**config.mk**
```make
export PLATFORM = sky130hd
export DESIGN_NAME = dma
export DESIGN_NICKNAME = d
export VERILOG_FILES = /design/src/rtl/dma.sv
export SDC_FILE = /design/constraint.sdc
export NUM_CORES = 1
export LEC_CHECK = 0
export CORE_UTILIZATION = 52
export CTS_CLUSTER_DIAMETER = 60
export DETAILED_ROUTE_END_ITERATION = 16
export PLACE_DENSITY = 0.81
export SKIP_CTS_REPAIR_TIMING = 1
export SYNTH_ARGS = -nofsm -noshare
export SYNTH_HDL_FRONTEND = slang
export SYNTH_SLANG_ARGS = --single-unit
```
**constraint.sdc**
```tcl
create_clock -name clk -period 5.13 [get_ports clk]
set_input_delay 1.539 -clock clk [delete_from_list [all_inputs] [get_ports clk]]
set_output_delay 1.539 -clock clk [all_outputs]
set_load 0.01 [all_outputs]
```
**src/rtl/dma.sv**
```systemverilog
// dma: memory-to-memory block copy engine, a second bus initiator beside the cpu.
//
// Copies CNT words from word address SRC to word address DST. Each word is one read
// access and then one write access on the master port. A level irq is raised on
// completion when enabled.
//
// Optional feature macro: DMA_FILL_EN
//   defined   - CTRL b4 at start selects fill mode. SRC holds a 32-bit pattern that is
//               written to CNT consecutive DST words, with no read accesses.
//   undefined - copy mode only. CTRL b4 is ignored on write and reads back as 0.
//
// Ports
//   clk, rst_n          clock, asynchronous active-low reset
//   stb, we, addr       slave access: strobe, write enable, register select
//   data_in, data_out   slave write / read data (data_out is 0 when stb=0)
//   ack                 slave acknowledge (= stb, zero wait)
//   irq                 completion interrupt, level (done & ien)
//   m_stb, m_we         master strobe / write enable (registered)
//   m_addr, m_dout      master word address / write data (registered)
//   m_din, m_ack        master read data / acknowledge from the responder
//
// Register map (addr)
//   0 SRC   1 DST   2 CNT (live count)
//   3 CTRL  write: b0 start, b1 ien, b2 clear done, b3 abort, b4 fill
//           read : b0 busy,  b1 ien, b2 done,       b3 aborted, b4 fill
module dma #(
    parameter int ADDR_W = 22,
    parameter int CNT_W  = 16
) (
    input  logic              clk,
    input  logic              rst_n,
    input  logic              stb,
    input  logic              we,
    input  logic [1:0]        addr,
    input  logic [31:0]       data_in,
    output logic [31:0]       data_out,
    output logic              ack,
    output logic              irq,
    output logic              m_stb,
    output logic              m_we,
    output logic [ADDR_W-1:0] m_addr,
    output logic [31:0]       m_dout,
    input  logic [31:0]       m_din,
    input  logic              m_ack
);

`ifdef DMA_FILL_EN
    // SRC doubles as the 32-bit fill pattern, so it is kept at full width.
    localparam int SRC_W = 32;
`else
    localparam int SRC_W = ADDR_W;
`endif

    typedef enum logic [1:0] {
        IDLE = 2'd0,
        RD   = 2'd1,
        WR   = 2'd2,
        DONE = 2'd3
    } state_t;

    state_t            state_q;
    logic [SRC_W-1:0]  src_q;
    logic [ADDR_W-1:0] dst_q;
    logic [CNT_W-1:0]  cnt_q;
    logic              ien_q;
    logic              done_q;
    logic              aborted_q;
    logic              fill_q;
    logic              abort_pend_q;

    logic              busy;
    logic              reg_wr;
    logic              ctrl_wr;
    logic              start_req;
    logic              fill_req;
    logic [ADDR_W-1:0] src_inc;
    logic [ADDR_W-1:0] dst_inc;
    logic [CNT_W-1:0]  cnt_dec;

    assign busy      = (state_q != IDLE);
    assign reg_wr    = stb & we;
    assign ctrl_wr   = reg_wr && (addr == 2'd3);
    assign start_req = ctrl_wr && data_in[0] && !busy;

    // Address arithmetic is done at ADDR_W bits so it wraps without any extra logic.
    assign src_inc   = src_q[ADDR_W-1:0] + 1'b1;
    assign dst_inc   = dst_q + 1'b1;
    assign cnt_dec   = cnt_q - 1'b1;

`ifdef DMA_FILL_EN
    assign fill_req  = data_in[4];
`else
    assign fill_req  = 1'b0;
    logic unused_data_hi;
    assign unused_data_hi = ^data_in[31:ADDR_W];
`endif

    assign ack = stb;
    assign irq = done_q & ien_q;

    always_comb begin
        data_out = 32'd0;
        if (stb) begin
            case (addr)
                2'd0:    data_out = 32'(src_q);
                2'd1:    data_out = 32'(dst_q);
                2'd2:    data_out = 32'(cnt_q);
                default: data_out = {27'd0, fill_q, aborted_q, done_q, ien_q, busy};
            endcase
        end
    end

    always_ff @(posedge clk or negedge rst_n) begin
        if (!rst_n) begin
            state_q      <= IDLE;
            src_q        <= '0;
            dst_q        <= '0;
            cnt_q        <= '0;
            ien_q        <= 1'b0;
            done_q       <= 1'b0;
            aborted_q    <= 1'b0;
            fill_q       <= 1'b0;
            abort_pend_q <= 1'b0;
            m_stb        <= 1'b0;
            m_we         <= 1'b0;
            m_addr       <= '0;
            m_dout       <= '0;
        end else begin
            // Transfer parameters are frozen while a transfer is in flight.
            if (reg_wr && !busy) begin
                case (addr)
                    2'd0:    src_q <= data_in[SRC_W-1:0];
                    2'd1:    dst_q <= data_in[ADDR_W-1:0];
                    2'd2:    cnt_q <= data_in[CNT_W-1:0];
                    default: ;
                endcase
            end

            // Control bits first; the state machine below overrides done/aborted
            // where a start or completion lands in the same cycle.
            if (ctrl_wr) begin
                ien_q <= data_in[1];
                if (data_in[2])
                    done_q <= 1'b0;
                if (data_in[3] && (state_q == RD || state_q == WR))
                    abort_pend_q <= 1'b1;
            end

            case (state_q)
                IDLE: begin
                    if (start_req) begin
                        done_q       <= 1'b0;
                        aborted_q    <= 1'b0;
                        abort_pend_q <= 1'b0;
                        fill_q       <= fill_req;
                        if (cnt_q == '0) begin
                            state_q <= DONE;
                            done_q  <= 1'b1;
                        end else if (fill_req) begin
                            state_q <= WR;
                            m_stb   <= 1'b1;
                            m_we    <= 1'b1;
                            m_addr  <= dst_q;
                            m_dout  <= 32'(src_q);
                        end else begin
                            state_q <= RD;
                            m_stb   <= 1'b1;
                            m_we    <= 1'b0;
                            m_addr  <= src_q[ADDR_W-1:0];
                        end
                    end
                end

                RD: begin
                    // m_dout is the word buffer: it holds the read data for the write.
                    if (m_ack) begin
                        state_q <= WR;
                        m_we    <= 1'b1;
                        m_addr  <= dst_q;
                        m_dout  <= m_din;
                    end
                end

                WR: begin
                    if (m_ack) begin
                        dst_q <= dst_inc;
                        cnt_q <= cnt_dec;
                        if (!fill_q)
                            src_q[ADDR_W-1:0] <= src_inc;
                        if ((cnt_dec == '0) || abort_pend_q) begin
                            state_q      <= DONE;
                            m_stb        <= 1'b0;
                            m_we         <= 1'b0;
                            done_q       <= 1'b1;
                            aborted_q    <= abort_pend_q;
                            abort_pend_q <= 1'b0;
                        end else if (fill_q) begin
                            // Fill keeps writing; the pattern in m_dout is unchanged.
                            m_addr <= dst_inc;
                        end else begin
                            state_q <= RD;
                            m_we    <= 1'b0;
                            m_addr  <= src_inc;
                        end
                    end
                end

                default: begin
                    // DONE: re-assert done so a clear landing on this edge loses.
                    state_q <= IDLE;
                    done_q  <= 1'b1;
                end
            endcase
        end
    end

endmodule

```
==> results.md, run 1 <==
* Result of the run: completed
* Via-to-Cell Ratio at 6.14
* Number of fillers in the final layout at 1,101
* CTS tree: yes
* Number of buffers added by the clock tree synthesis step at 17
* Max FO, Critical Path at 24
* Number of global-route vias before repair at 6,307
* Area taken by flip-flops and latches at 0.00305 mm2
* Worst Setup Path Type: input pin to primary output
* Transition at the pin with the smallest max-transition slack at 1.09 ns
* CP bufs+invs at 3
* Post-route DRC at 0
* Average wire length per cell after detail routing at 18.7 um
* Final Max Slew Viols at 0
* Placed instance area at 0.00893 mm2
* Maximum number of pins on one net before global-route repair at 121
* Number of primary I/O pins at 161
* DP Cell Count at 1,105
* Lkg Pwr at 3.96 nW
* Cell area after synthesis at 0.00749 mm2
* Area of the die at 0.0149 mm2
* Crit-path cells: clkdlybuf4s50_1 > buf_12 > mux4_2 > and2_1 > clkdlybuf4s50_1
* Final Setup Violations at 0
* Ys flop type: sky130_fd_sc_hd__dfrtp_1
* Post-synth top area cell: sky130_fd_sc_hd__dfrtp_1
* Synth Area per Inst at 9.02 um2
* Worst path arrival time at 3.42 ns
* Worst r2r src: cnt_q[0]$_DFF_PN0_
* Portion of the post-synthesis area used by sequential elements at 40.7%
* Die Y-Extent at 122 um
* Power density over the cells at 597 mW/mm2
* Count of buffers from port buffering at 140
* Worst hold path startpoint: m_we$_DFFE_PN0P_
* Iteration-0 DRC Markers at 761
* CP Launch Point: addr[0]
* Number of iterations in the first detailed-routing pass at 6
* Clock transition at the registers of the reported paths at 0.05 ns
* RePlAce Congestion at 0.960
* # diodes at 0
* Post-DP HPWL at 15,200 um
* Antenna viol nets, final at 0
* Cell seen most often among critical-path stages: sky130_fd_sc_hd__clkdlybuf4s50_1
* Worst reg-to-reg setup slack at 1.68 ns
* Maximum number of buffers from clock root to sink at 2
* Remaining global-route overflow at 0
* Worst vdd ir at 0.279 mV
* CP Capture Type: primary output
* Total of max-cap violations at 0
* Syn Inst Count at 831
* Fraction of synthesized cell area taken by the top area cell type at 40.7%
* Number of enable-type register cells in the synthesized netlist at 0
* Multi-input gate area at 0.00404 mm2
* Depth of the CTS H-tree at 4
* Critical path's top delay family: buffers and inverters
* Setup crit start kind: input pin
* Setup repair after global routing missed its margin: false
* Fmax at 202 MHz
* Sum of negative setup slack at 0 ns
* Initial core utilization at 53.6%
* Chip Width at 122 um
* Clock latency reported for the late side of the worst-skew pair at 0.42 ns
* Area growth, synth to finish at 26.9%
* Net count, final at 1,023
* Data required, critical path at 3.59 ns
* Delay of the slowest cell on the worst path at 0.53 ns
* Yosys cell types at 69
* Vias post-DR at 6,980
* Overall fraction of global-route tracks in use at 29.2%
* Final non-filler cell total at 1,136
* Ratio of cells with drive above 1 in the final layout at 11.2%
* Antenna violations before repair at 0
* Final hold violations at 0
* Post-route clock period utilization at 96.7%
* Yosys warnings at 0
* Routed Wire Length at 21,200 um
* Number of register bits inferred by synthesis at 122
* Clock sink count at 122
* Class of the tightest hold or removal check: register to register
* Max transition margin at 26.6%
* Fin util at 68.0%
* Fraction of synthesis flops using an asynchronous set or reset pin at 100%
* Area of the core at 0.0140 mm2
* Top cells by area, synth: sky130_fd_sc_hd__dfrtp_1 41%, sky130_fd_sc_hd__mux2_2 5.4%, sky130_fd_sc_hd__nand2_1 5.1%, sky130_fd_sc_hd__o21ai_0 4.9%, sky130_fd_sc_hd__nor2_1 4.0%
* Clock Skew at 0.00797 ns
* Finished Cell Area at 0.00951 mm2
* Row Count at 43
* CP max stage cell: sky130_fd_sc_hd__mux4_2
* Master cell of the clock root buffer: sky130_fd_sc_hd__clkbuf_16
* First-pass GRT wire length at 33,100 um
* Final Critical Period at 4.96 ns
[synthesized netlist by cell type (all sizes together), types with 3 or more instances]
| cell type | instances |
|---|---|
| mux2i | 26 |
| a32oi | 4 |
| o221ai | 5 |
| a211oi | 8 |
| nor3 | 15 |
| nor3b | 5 |
| a21oi | 43 |
| mux2 | 55 |
| nand3 | 26 |
| nor2 | 79 |
| nor4 | 11 |
| a22o | 5 |
| mux4 | 4 |
| clkbuf | 44 |
| o21ai | 74 |
| dfrtp | 122 |
| or2 | 3 |
| o22ai | 5 |
| nand4 | 7 |
| a211o | 3 |
| and4 | 4 |
| o211ai | 5 |
| xnor2 | 3 |
| buf | 23 |
| a311oi | 8 |
| and3 | 15 |
| inv | 28 |
| or3 | 6 |
| nand2 | 101 |
| nor2b | 3 |
| a31oi | 9 |
| a222oi | 3 |
| a221o | 11 |
| and2 | 21 |
| ha | 8 |
| o31ai | 7 |
[worst paths after layout]
path | to | cells past startpoint
max | data_out[2] | 5
min | m_we$_DFFE_PN0P_ | 2
max in group asynchronous | m_dout[29]$_DFFE_PN0P_ | 2
min in group asynchronous | m_dout[2]$_DFFE_PN0P_ | 1
max reg2reg | m_addr[1]$_DFFE_PN0P_ | 8
min reg2reg | m_we$_DFFE_PN0P_ | 2
[report_power, final]
group          leakage [nW]  switching [mW]  total (mW)  internal (mW)
registers              1.46           0.534        1.94           1.41
clock network         0.284           0.414        1.18          0.768
logic                  2.22            1.24        2.55           1.31
total                  3.96            2.19        5.67           3.49
[cell families after synthesis]
group / share of synthesized area (%)
and+or+nand+nor: 19.1
AOI/OAI and AO/OA: 18.6
adders and majority gates: 1.34
other: 0.0500
DFF: 40.7
xor gates and xnor gates: 0.468
muxes: 13.8
buffers and inverters: 5.86
[worst register-to-register path, delay by kind of cell, from the launching register on]
family                     cells  cell delay [ns]
AOI/OAI and AO/OA              1             0.34
adders and majority gates      1             0.26
buffers and inverters          1             0.10
DFF                            1             0.43
muxes                          1             0.39
and+or+nand+nor                4             1.81
[per-layer routing]
layer | routed length [um] | part of all wire, % | up-vias | track usage, %
li1 | - | - | 3234 | -
met1 | 8810 | 42 | 3223 | 40.4
met2 | 9400 | 44 | 468 | 43.2
met3 | 2480 | 12 | 55 | 7.40
met4 | 493 | 2.3 | 0 | 12.2
met5 | 0 | 0 | - | 0
[sequential cells by signal (all words and copies together), names as in the netlist]
name and flops:
cnt_q 16, done_q 1, abort_pend_q 1, m_addr 22, m_we 1, m_stb 1, state_q 2, ien_q 1
src_q 22, aborted_q 1, dst_q 22, m_dout 32
[cells in the final DEF (no fill, tap or decap), types with 8 or more instances in the layout]
cell,instances
sky130_fd_sc_hd__nand2_1,100
sky130_fd_sc_hd__and3_1,14
sky130_fd_sc_hd__and2_1,21
sky130_fd_sc_hd__mux2i_1,26
sky130_fd_sc_hd__dfrtp_1,122
sky130_fd_sc_hd__inv_1,28
sky130_fd_sc_hd__a211oi_1,8
sky130_fd_sc_hd__clkdlybuf4s50_1,139
sky130_fd_sc_hd__nand3_1,26
sky130_fd_sc_hd__nor3_1,15
sky130_fd_sc_hd__nor4_1,11
sky130_fd_sc_hd__a221o_1,11
sky130_fd_sc_hd__a311oi_1,8
sky130_fd_sc_hd__mux2_2,36
sky130_fd_sc_hd__conb_1,10
sky130_fd_sc_hd__a21oi_1,43
sky130_fd_sc_hd__ha_1,8
sky130_fd_sc_hd__buf_4,11
sky130_fd_sc_hd__nor2_1,79
sky130_fd_sc_hd__mux2_4,17
sky130_fd_sc_hd__a31oi_1,9
sky130_fd_sc_hd__o21ai_0,73
sky130_fd_sc_hd__clkbuf_16,17
[through the flow]
stage	hold slack (ns)	total power [mW]	setup slack (ns)
2_1_floorplan	0.478	3.50	0.284
3_3_place_gp	0.466	4.37	0.172
3_5_place_dp	0.479	4.46	0.160
4_1_cts	0.490	5.66	0.162
5_1_grt	0.514	6.02	0.0992
6_report	0.481	5.67	0.170
[layout make-up]
class,instances,area share (%)
inverter,28,1.10
tap,180,2.37
multi-input combinational,623,42.4
sequential,122,32.1
clock inverter,9,1.29
timing repair buffer,152,15.9
clock buffer,22,4.78
Power figures use the tool's default switching activity.
==> run 2, diff against run 1 <==
--- a/config.mk
+++ b/config.mk
@@ -5,6 +5,7 @@
 export SDC_FILE = /design/constraint.sdc
 export NUM_CORES = 1
 export LEC_CHECK = 0
+export ABC_AREA = 1
 export CORE_UTILIZATION = 52
 export CTS_CLUSTER_DIAMETER = 60
 export DETAILED_ROUTE_END_ITERATION = 16
==> results.md, run 2 <==
* Result of the run: completed
* DP Cell Count at 1,349 (+22%)
* Post-route DRC at 0 (unchanged)
* Sum of negative setup slack at 0 ns (unchanged)
* Leading cell type in the layout, fill and taps excluded: sky130_fd_sc_hd__nand2_1
* Lkg Pwr at 4.48 nW (+13%)
* Row Count at 44 (+2.3%)
* End point of the critical path: data_out[1]
* Final Max Slew Viols at 0 (unchanged)
* Ys flop type: sky130_fd_sc_hd__dfrtp_1
* Worst path arrival time at 3.48 ns (+0.06 ns)
* Max transition margin at 18.2% (-8.4 points)
* Number of enable-type register cells in the synthesized netlist at 0 (unchanged)
* Worst r2r src: cnt_q[0]$_DFF_PN0_
* Area of the core at 0.0145 mm2 (+3.9%)
* Leading cell types in the layout, fill and taps excluded: 245 x sky130_fd_sc_hd__nand2_1, 139 x sky130_fd_sc_hd__clkdlybuf4s50_1, 122 x sky130_fd_sc_hd__dfrtp_1
* Final Setup Violations at 0 (unchanged)
* Maximum number of buffers from clock root to sink at 2 (unchanged)
* Fraction of synthesis flops using an asynchronous set or reset pin at 100% (unchanged)
* Synth Area per Inst at 7.32 um2 (-19%)
* Ratio of cells with drive above 1 in the final layout at 9.11% (-2.1 points)
* Worst vdd ir at 0.425 mV (+53%)
* Via-to-Cell Ratio at 5.75 (-6.5%)
* Clock latency reported for the late side of the worst-skew pair at 0.43 ns (about the same)
* Remaining global-route overflow at 0 (unchanged)
* Maximum number of pins on one net before global-route repair at 73 (-40%)
* Depth of the CTS H-tree at 4 (unchanged)
* Clock Skew at 0.00941 ns (+0.00144 ns)
* Design Power at 6.08 mW (+7.2%)
* Fmax at 199 MHz (-1.1%)
* Yosys cell types at 45 (-35%)
* Overall fraction of global-route tracks in use at 30.8% (+1.6 points)
* Worst reg-to-reg setup slack at 2.35 ns (+0.67 ns)
* Antenna viol nets, final at 0 (unchanged)
* Number of buffers added by the clock tree synthesis step at 17 (unchanged)
* Post-synth top area cell: sky130_fd_sc_hd__dfrtp_1
* Area growth, synth to finish at 26.7%
* Power density over the cells at 617 mW/mm2 (+3.5%)
* Max FO, Critical Path at 14 (-42%)
* Post-DP HPWL at 16,300 um (+7.3%)
* Final hold violations at 0 (unchanged)
* Chip Width at 124 um (+1.8%)
* Register with the most flip-flops: m_dout
* Count of buffers from port buffering at 140 (unchanged)
* Average wire length per cell after detail routing at 16.9 um (-9.7%)
* Top-count cell post-synth: sky130_fd_sc_hd__nand2_1
* Top cells by area, synth: sky130_fd_sc_hd__dfrtp_1 39%, sky130_fd_sc_hd__nand2_1 12%, sky130_fd_sc_hd__o21ai_0 6.3%, sky130_fd_sc_hd__inv_1 5.7%, sky130_fd_sc_hd__nand3_1 5.1%
* Setup crit start kind: input pin
* Number of register bits inferred by synthesis at 122 (unchanged)
* Number of fillers in the final layout at 1,236 (+12%)
* Iteration-0 DRC Markers at 946 (+24%)
* Number of iterations in the first detailed-routing pass at 6 (unchanged)
* Data required, critical path at 3.59 ns (about the same)
* Synthesized-area fraction occupied by ao, oa, aoi and oai cells at 17.7% (-0.98 points)
* Routed Wire Length at 23,300 um (+9.8%)
* Vias post-DR at 7,938 (+14%)
* Die Y-Extent at 124 um (+1.8%)
* Post-route clock period utilization at 97.8% (+1.1 points)
* Final non-filler cell total at 1,381 (+22%)
* CP Capture Type: primary output
* Cell area after synthesis at 0.00777 mm2 (+3.8%)
* Transition at the pin with the smallest max-transition slack at 1.23 ns (+0.135 ns)
* Critical register-to-register path endpoint: m_addr[9]$_DFFE_PN0P_
* CP Launch Point: addr[1]
* Share of synthesized cell area in full adder, half adder and majority cells at 1.29% (-0.048 points)
* CTS tree: yes
* # diodes at 0 (unchanged)
* Fin util at 67.8% (-0.20 points)
* Post-synthesis xor/xnor area fraction at 1.35% (+0.88 points)
* Net count, final at 1,263 (+23%)
* Class of the tightest hold or removal check: register to register
* Setup repair after global routing missed its margin: false
* Mux share of post-synthesis cell area at 4.89% (-8.9 points)
* Portion of the post-synthesis area used by sequential elements at 39.3% (-1.5 points)
* Clock sink count at 122 (unchanged)
* RePlAce Congestion at 0.912 (-5.0%)
* Final Critical Period at 5.02 ns (+0.0564 ns)
* List of most frequent post-synthesis cells: 245 x sky130_fd_sc_hd__nand2_1, 122 x sky130_fd_sc_hd__dfrtp_1, 118 x sky130_fd_sc_hd__inv_1
* Master cell of the clock root buffer: sky130_fd_sc_hd__clkbuf_16
* Worst Setup Path Type: input pin to primary output
* Slack of the critical path at 0.114 ns (-0.0564 ns)
* Dominant combinational cell family by area after synthesis: simple AND/OR/NAND/NOR gates
* Clock transition at the registers of the reported paths at 0.06 ns (about the same)
* Delay of the slowest cell on the worst path at 0.55 ns (+0.02 ns)
* Yosys warnings at 0 (unchanged)
* Area of the die at 0.0154 mm2 (+3.7%)
* Largest register FFs at 32 (unchanged)
* Cell depth of the worst flop-to-flop path at 16 (+8)
* Initial core utilization at 53.5% (-0.074 points)
* First-pass GRT wire length at 38,000 um (+15%)
* CP max stage cell: sky130_fd_sc_hd__clkdlybuf4s50_1
* Fraction of synthesized cell area taken by the top area cell type at 39.3% (-1.5 points)
* Antenna violations before repair at 0 (unchanged)
* Number of primary I/O pins at 161 (unchanged)
* Number of global-route vias before repair at 7,475 (+19%)
* Total of max-cap violations at 0 (unchanged)
* Basic-gate share of the synthesized area counting and, or, nand and nor cells at 25.6% (+6.5 points)
* Crit-path cells: clkdlybuf4s50_1 > inv_1 > nor2_1 > inv_2 > o221ai_1 > o21ai_0 > inv_1 > clkdlybuf4s50_1
* Place WS at 0.0205 ns (-0.140 ns)
* Syn Inst Count at 1,062 (+28%)
-- run 2: logic make-up after synthesis --
group / Yosys count
flops: 122
xor+xnor: 12
mux: 34
compound gates: 242
other cells: 1
fa+ha+maj: 8
simple gates: 460
buf+inv: 183
-- run 2: worst max-delay path: cells and delay by family --
kind	cells	cell delay, ns
AO/OA/AOI/OAI	2	0.34
AND/OR/NAND/NOR	1	0.17
buffers and inverters	5	1.42
-- run 2: area by class of cell --
class                      count  area (um2)  area share [%]
multi-input combinational    766        3990            40.5
sequential                   122        3050            31.0
timing repair buffer         153        1510            15.3
inverter                     124         468            4.75
clock buffer                  17         425            4.32
tap                          184         230            2.34
clock inverter                15         178            1.80
-- run 2: power by group --
group          switching, mW  internal (mW)
logic                   1.68           1.27
clock network          0.510          0.734
registers              0.450           1.44
-- run 2: how the worst min path moves through the flow --
| stage | from | end | depth (start not counted) |
|---|---|---|---|
| after floorplan | aborted_q$_DFFE_PN0P_ | aborted_q$_DFFE_PN0P_ | 2 |
| after global placement | m_addr[12]$_DFFE_PN0P_ | m_addr[12]$_DFFE_PN0P_ | 2 |
| after detailed placement | m_addr[0]$_DFFE_PN0P_ | m_addr[0]$_DFFE_PN0P_ | 2 |
| after CTS | m_addr[13]$_DFFE_PN0P_ | m_addr[13]$_DFFE_PN0P_ | 2 |
| after global routing | m_addr[12]$_DFFE_PN0P_ | m_addr[12]$_DFFE_PN0P_ | 2 |
| final | m_addr[18]$_DFFE_PN0P_ | m_addr[18]$_DFFE_PN0P_ | 2 |
-- run 2: through the flow --
| step | instance area [um2] | hold WS (ns) |
|---|---|---|
| after floorplan | 7810 | 0.442 |
| after global placement | 9250 | 0.455 |
| after detailed placement | 9250 | 0.458 |
| after CTS | 9850 | 0.477 |
| after global routing | 9850 | 0.496 |
| final | 9850 | 0.472 |
-- run 2: routing by layer --
metal | global-route usage, % | part of all wire [%] | up-vias
met5 | 0 | 0 | -
met3 | 6.01 | 7.7 | 62
met2 | 50.7 | 48 | 424
li1 | - | - | 3766
met4 | 12.4 | 3.3 | 0
met1 | 39.7 | 41 | 3686
==> edit 1: new RTL, config.mk and constraints of run 1 <==
The parameter `CNT_W` goes from 16 to 18.
--- a/src/rtl/dma.sv
+++ b/src/rtl/dma.sv
@@ -25,7 +25,7 @@
 //           read : b0 busy,  b1 ien, b2 done,       b3 aborted, b4 fill
 module dma #(
     parameter int ADDR_W = 22,
-    parameter int CNT_W  = 16
+    parameter int CNT_W  = 18
 ) (
     input  logic              clk,
     input  logic              rst_n,
Behaviour: not the same (Yosys sat finds a counterexample within 4 cycles, from zero or initial values and one cycle with rst_n low).
==> edit 1 against run 1 <==
Sequential cell count grew 2. Combinational power up 8.2%. Wire length rose by 15%. Final cell count rose by 5.7%. Setup slack lost 12 ps. Final area rose by 4.6%. Sequential share of layout area decreased by 0.91 points. Largest power group unchanged. Power up 5.0%. Area after synthesis rose by 6.3%.
==> edit 1: results (changes against run 1) <==
outcome:
  status: "finished, final reports clean"
sta:
  worst_pin_slew_ps: 1020  # -67.3 ps
  skew_ps: 11.8  # +3.82 ps
pwr:
  leakage_nw: 3.95  # -0.30%
  comb_power_w: 0.00276  # +8.2%
  ir_worst_vdd_v: 0.000468  # +68%
  combPwrFrac_pct: 46.4  # +1.5 points
  power_clock_w: 0.00114  # -3%
  sw_frac_of_total_pct: 42.4  # +3.9 points
synth:
  yosysUniqueCellTypes: 75  # +8.7%
  syn_inst: 902  # +8.5%
  yosys_warnings: 0  # unchanged
  synth_common_cells: "dfrtp_1, nand2_1, nor2_1"
  synth-async-reset-ratio_pct: 100  # unchanged
  synthTopCellsByArea: "dfrtp_1, mux2_2, nand2_1"
  ys_seq_area_share_pct: 38.9  # -1.8 points
global_route:
  grt_use_met2_pct: 50.4  # +7.2 points
  track_usage_pct: 31.7  # +2.5 points
  first_global_vias: 7327  # +16%
  use_met1_pct: 41.9  # +1.5 points
  antenna_found_initial: 0  # unchanged
  grt_use_met3_pct: 6.50  # -0.90 points
  grt_max_degree: 75  # -38%
  grt_pass1_wl_mm: 39.0  # +18%
cts:
  cts_max_level: 4  # unchanged
  path_clk_slew_ps: 60
  insertion_delay_ps: 430
  clockBufferDepth: 2  # unchanged
  cts-buffers-inserted: 17  # unchanged
  cts_root_buffer: "clkbuf_16"
routing:
  m1WireLength_mm: 9.93  # +13%
  wl_met3_mm: 2.07  # -17%
  dr.max_layer_used: "met4"
  drtIter0Drc: 838  # +10%
  dr.pass1.iters: 6  # unchanged
  num_vias: 7816  # +12%
  route.met2.wl_mm: 11.5  # +23%
  drt-total-wl_mm: 24.4  # +15%
  viasPerCell: 6.51  # +5.9%
place:
  preCtsSetupSlack_ps: 159  # -1.58 ps
  dp_hpwl_mm: 17.2  # +13%
  dp.cells: 1169  # +5.8%
  gp_congestion: 0.932  # -2.9%
  port_buffers: 140  # unchanged
  dpl_cell_area_sq_um: 9390  # +5.1%
worst_setup_path:
  crit_slowest_cell: "mux4_2"
  cpPeakStageDelay_ps: 540
  worstPathMaxFanout: 23  # -4.2%
  crit_arrival_ps: 3430  # about the same
final_layout:
  num_antenna_cells: 0  # unchanged
  top_register: "m_dout"
  largest_reg_flops: 32  # unchanged
  final_nets: 1083  # +5.9%
  drive_gt1_share_pct: 11.3  # +0.12 points
worst_hold_path:
  hp-class: "reg -> reg"
## edit 1: changes by cell type after synthesis, sizes merged, moves of 6 or more
cell           run 1  this run
buf               23        37
nor3              15        25
mux2              55        36
nor2              79        72
a22oi              2        21
and2              21        27
nand2            101        94
a211oi             8        20
o21ai             74        67
a32o               2         9
a221oi             1        12
a21oi             43        58
## edit 1: path summary, 6_finish.rpt
| path | slack, ps | end | startpoint | cells past startpoint |
|---|---|---|---|---|
| max in group asynchronous | 3020 | m_addr[2] | rst_n | 2 |
| worst min register to register | 500 | m_dout[18] | m_dout[18] | 1 |
| worst max register to register | 1200 | m_addr[0] | cnt_q[1] | 9 |
| min in group asynchronous | 1280 | cnt_q[17] | rst_n | 1 |
| worst min-delay path | 500 | m_dout[18] | m_dout[18] | 1 |
| worst max-delay path | 160 | data_out[3] | addr[0] | 5 |
## edit 1: worst max-delay path, delay by kind of cell
kind	cells	cell delay [ps]
buffers and inverters	3	1170
multiplexers	1	540
AND/OR/NAND/NOR	1	170
## edit 1: layout make-up
cell class / instances / area (sq um)
fill: 1180 / 4800
multi-input combinational: 676 / 4390
sequential: 124 / 3100
timing repair buffer: 159 / 1570
clock buffer: 20 / 457
tap: 184 / 230
clock inverter: 12 / 104
inverter: 26 / 97.6
## edit 1: kinds of logic (layout without fill, tap and decap cells)
group | count (synthesis) | after routing | synth area share (%)
XOR/XNOR | 4 | 4 | 0.440
multiplexers | 63 | 63 | 9.11
adder cells (fa/ha/maj) | 8 | 8 | 1.26
AO/OA/AOI/OAI | 272 | 272 | 23.5
AND/OR/NAND/NOR | 319 | 319 | 20.3
buffers and inverters | 111 | 217 | 6.44
other | 1 | 10 | 0.0471
flip-flops | 124 | 124 | 38.9
==> edit 2: new RTL, flow settings as in run 1 <==
Made on the original files. Put a register stage on the output `irq`, cleared by the reset. The value now appears one clock later. The other outputs are not delayed to match.
--- a/src/rtl/dma.sv
+++ b/src/rtl/dma.sv
@@ -96,7 +96,13 @@
 `endif
 
     assign ack = stb;
-    assign irq = done_q & ien_q;
+    always_ff @(posedge clk or negedge rst_n) begin
+        if (!rst_n) begin
+            irq <= '0;
+        end else begin
+            irq <= done_q & ien_q;
+        end
+    end
 
     always_comb begin
         data_out = 32'd0;
Check against the original RTL: not equivalent (a bounded check fails within 4 cycles, from zero or initial values and one cycle with rst_n low).
==> edit 2 against run 1 <==
Wire length up 3.0%. Sequential cell count up 1. Global-route usage up 0.39 points. Area after synthesis up 1.7%. Final area up 2.7%. Setup slack worse by 22 ps. Power up 14%. Via count up 0.95%.
==> edit 2: results (changes against run 1) <==
global_route:
  track_usage_pct: 29.6  # +0.39 points
  use_met1_pct: 39.4  # -1.0 points
  grt_use_met3_pct: 7.80  # +0.40 points
  first_global_vias: 6435  # +2.0%
  grt_use_met2_pct: 46.7  # +3.5 points
routing:
  drtIter0Drc: 917  # +20%
  wl_met3_mm: 2.55  # +2.6%
  m1WireLength_mm: 8.83  # +0.20%
  wl_per_cell_um: 19.1  # +2.5%
  route.met2.wl_mm: 10.1  # +7.5%
outcome:
  status: "finished, final reports clean"
final_layout:
  multi_input_area_share_pct: 42.3  # -0.17 points
  multi_input_comb_cells: 628  # +0.80%
  drive_gt1_share_pct: 13.2  # +2.0 points
  clock_buffers: 18  # -18%
  n_all_buffers: 157  # +3.3%
  fillers: 1092  # -0.82%
  clock_area_share_pct: 7.21  # +1.1 points
  n_sequential_cell: 123  # +0.82%
  final-nonclk-buf-share_pct: 15.9  # -0.032 points
  final_nets: 1028  # +0.49%
pwr:
  p_seq_share_pct: 30.3  # -3.9 points
  ir_worst_vdd_v: 0.000294  # +5.4%
  power_clock_w: 0.00143  # +21%
  sw_frac_of_total_pct: 38.2  # -0.34 points
  leakage_nw: 4.02  # +1.3%
synth:
  synth_compound_area_share_pct: 19.7  # +1.1 points
  synth_common_cells: "dfrtp_1, nor2_1, nand2_1"
  synthTopCellsByArea: "dfrtp_1, mux2_2, nor2_1"
  ys_seq_area_share_pct: 40.4  # -0.35 points
place:
  gp_congestion: 0.928  # -3.3%
  dpl_cell_area_sq_um: 9060  # +1.4%
sta:
  skew_ps: 8.16  # +0.189 ps
worst_setup_path:
  worstPathMaxFanout: 19  # -21%
  crit_path_end: "data_out[7]"
  r2r_cells: 6  # -2
  r2r_start: "state_q[1]"
  crit_slowest_cell: "clkdlybuf4s50_1"
  worstReg2RegEnd: "dst_q[4]"
worst_hold_path:
  hold_end: "m_dout[4]"
-- edit 2: changes by cell type in the layout (fill, tap and decap cells not counted), moves of 8 or more --
| cell | run 1 | this run |
|---|---|---|
| o21ai_0 | 73 | 59 |
| a22o_1 | 5 | 13 |
| nand2_1 | 100 | 85 |
| a21oi_1 | 43 | 52 |
| nor2_1 | 79 | 92 |
| inv_1 | 28 | 20 |
-- edit 2: metrics by stage --
step | cells | worst slack, ps | total power [W] | hold slack (ps) | util [%]
CTS | 1141 | 166 | 0.00644 | 504 | 69.3
floorplan | 840 | 691 | 0.00391 | 471 | -
global route | 1141 | 69.5 | 0.00686 | 509 | 69.3
global placement | 1109 | 153 | 0.00490 | 485 | 64.3
finish | 1141 | 149 | 0.00647 | 502 | 69.3
detailed placement | 1109 | 157 | 0.00499 | 492 | 64.3
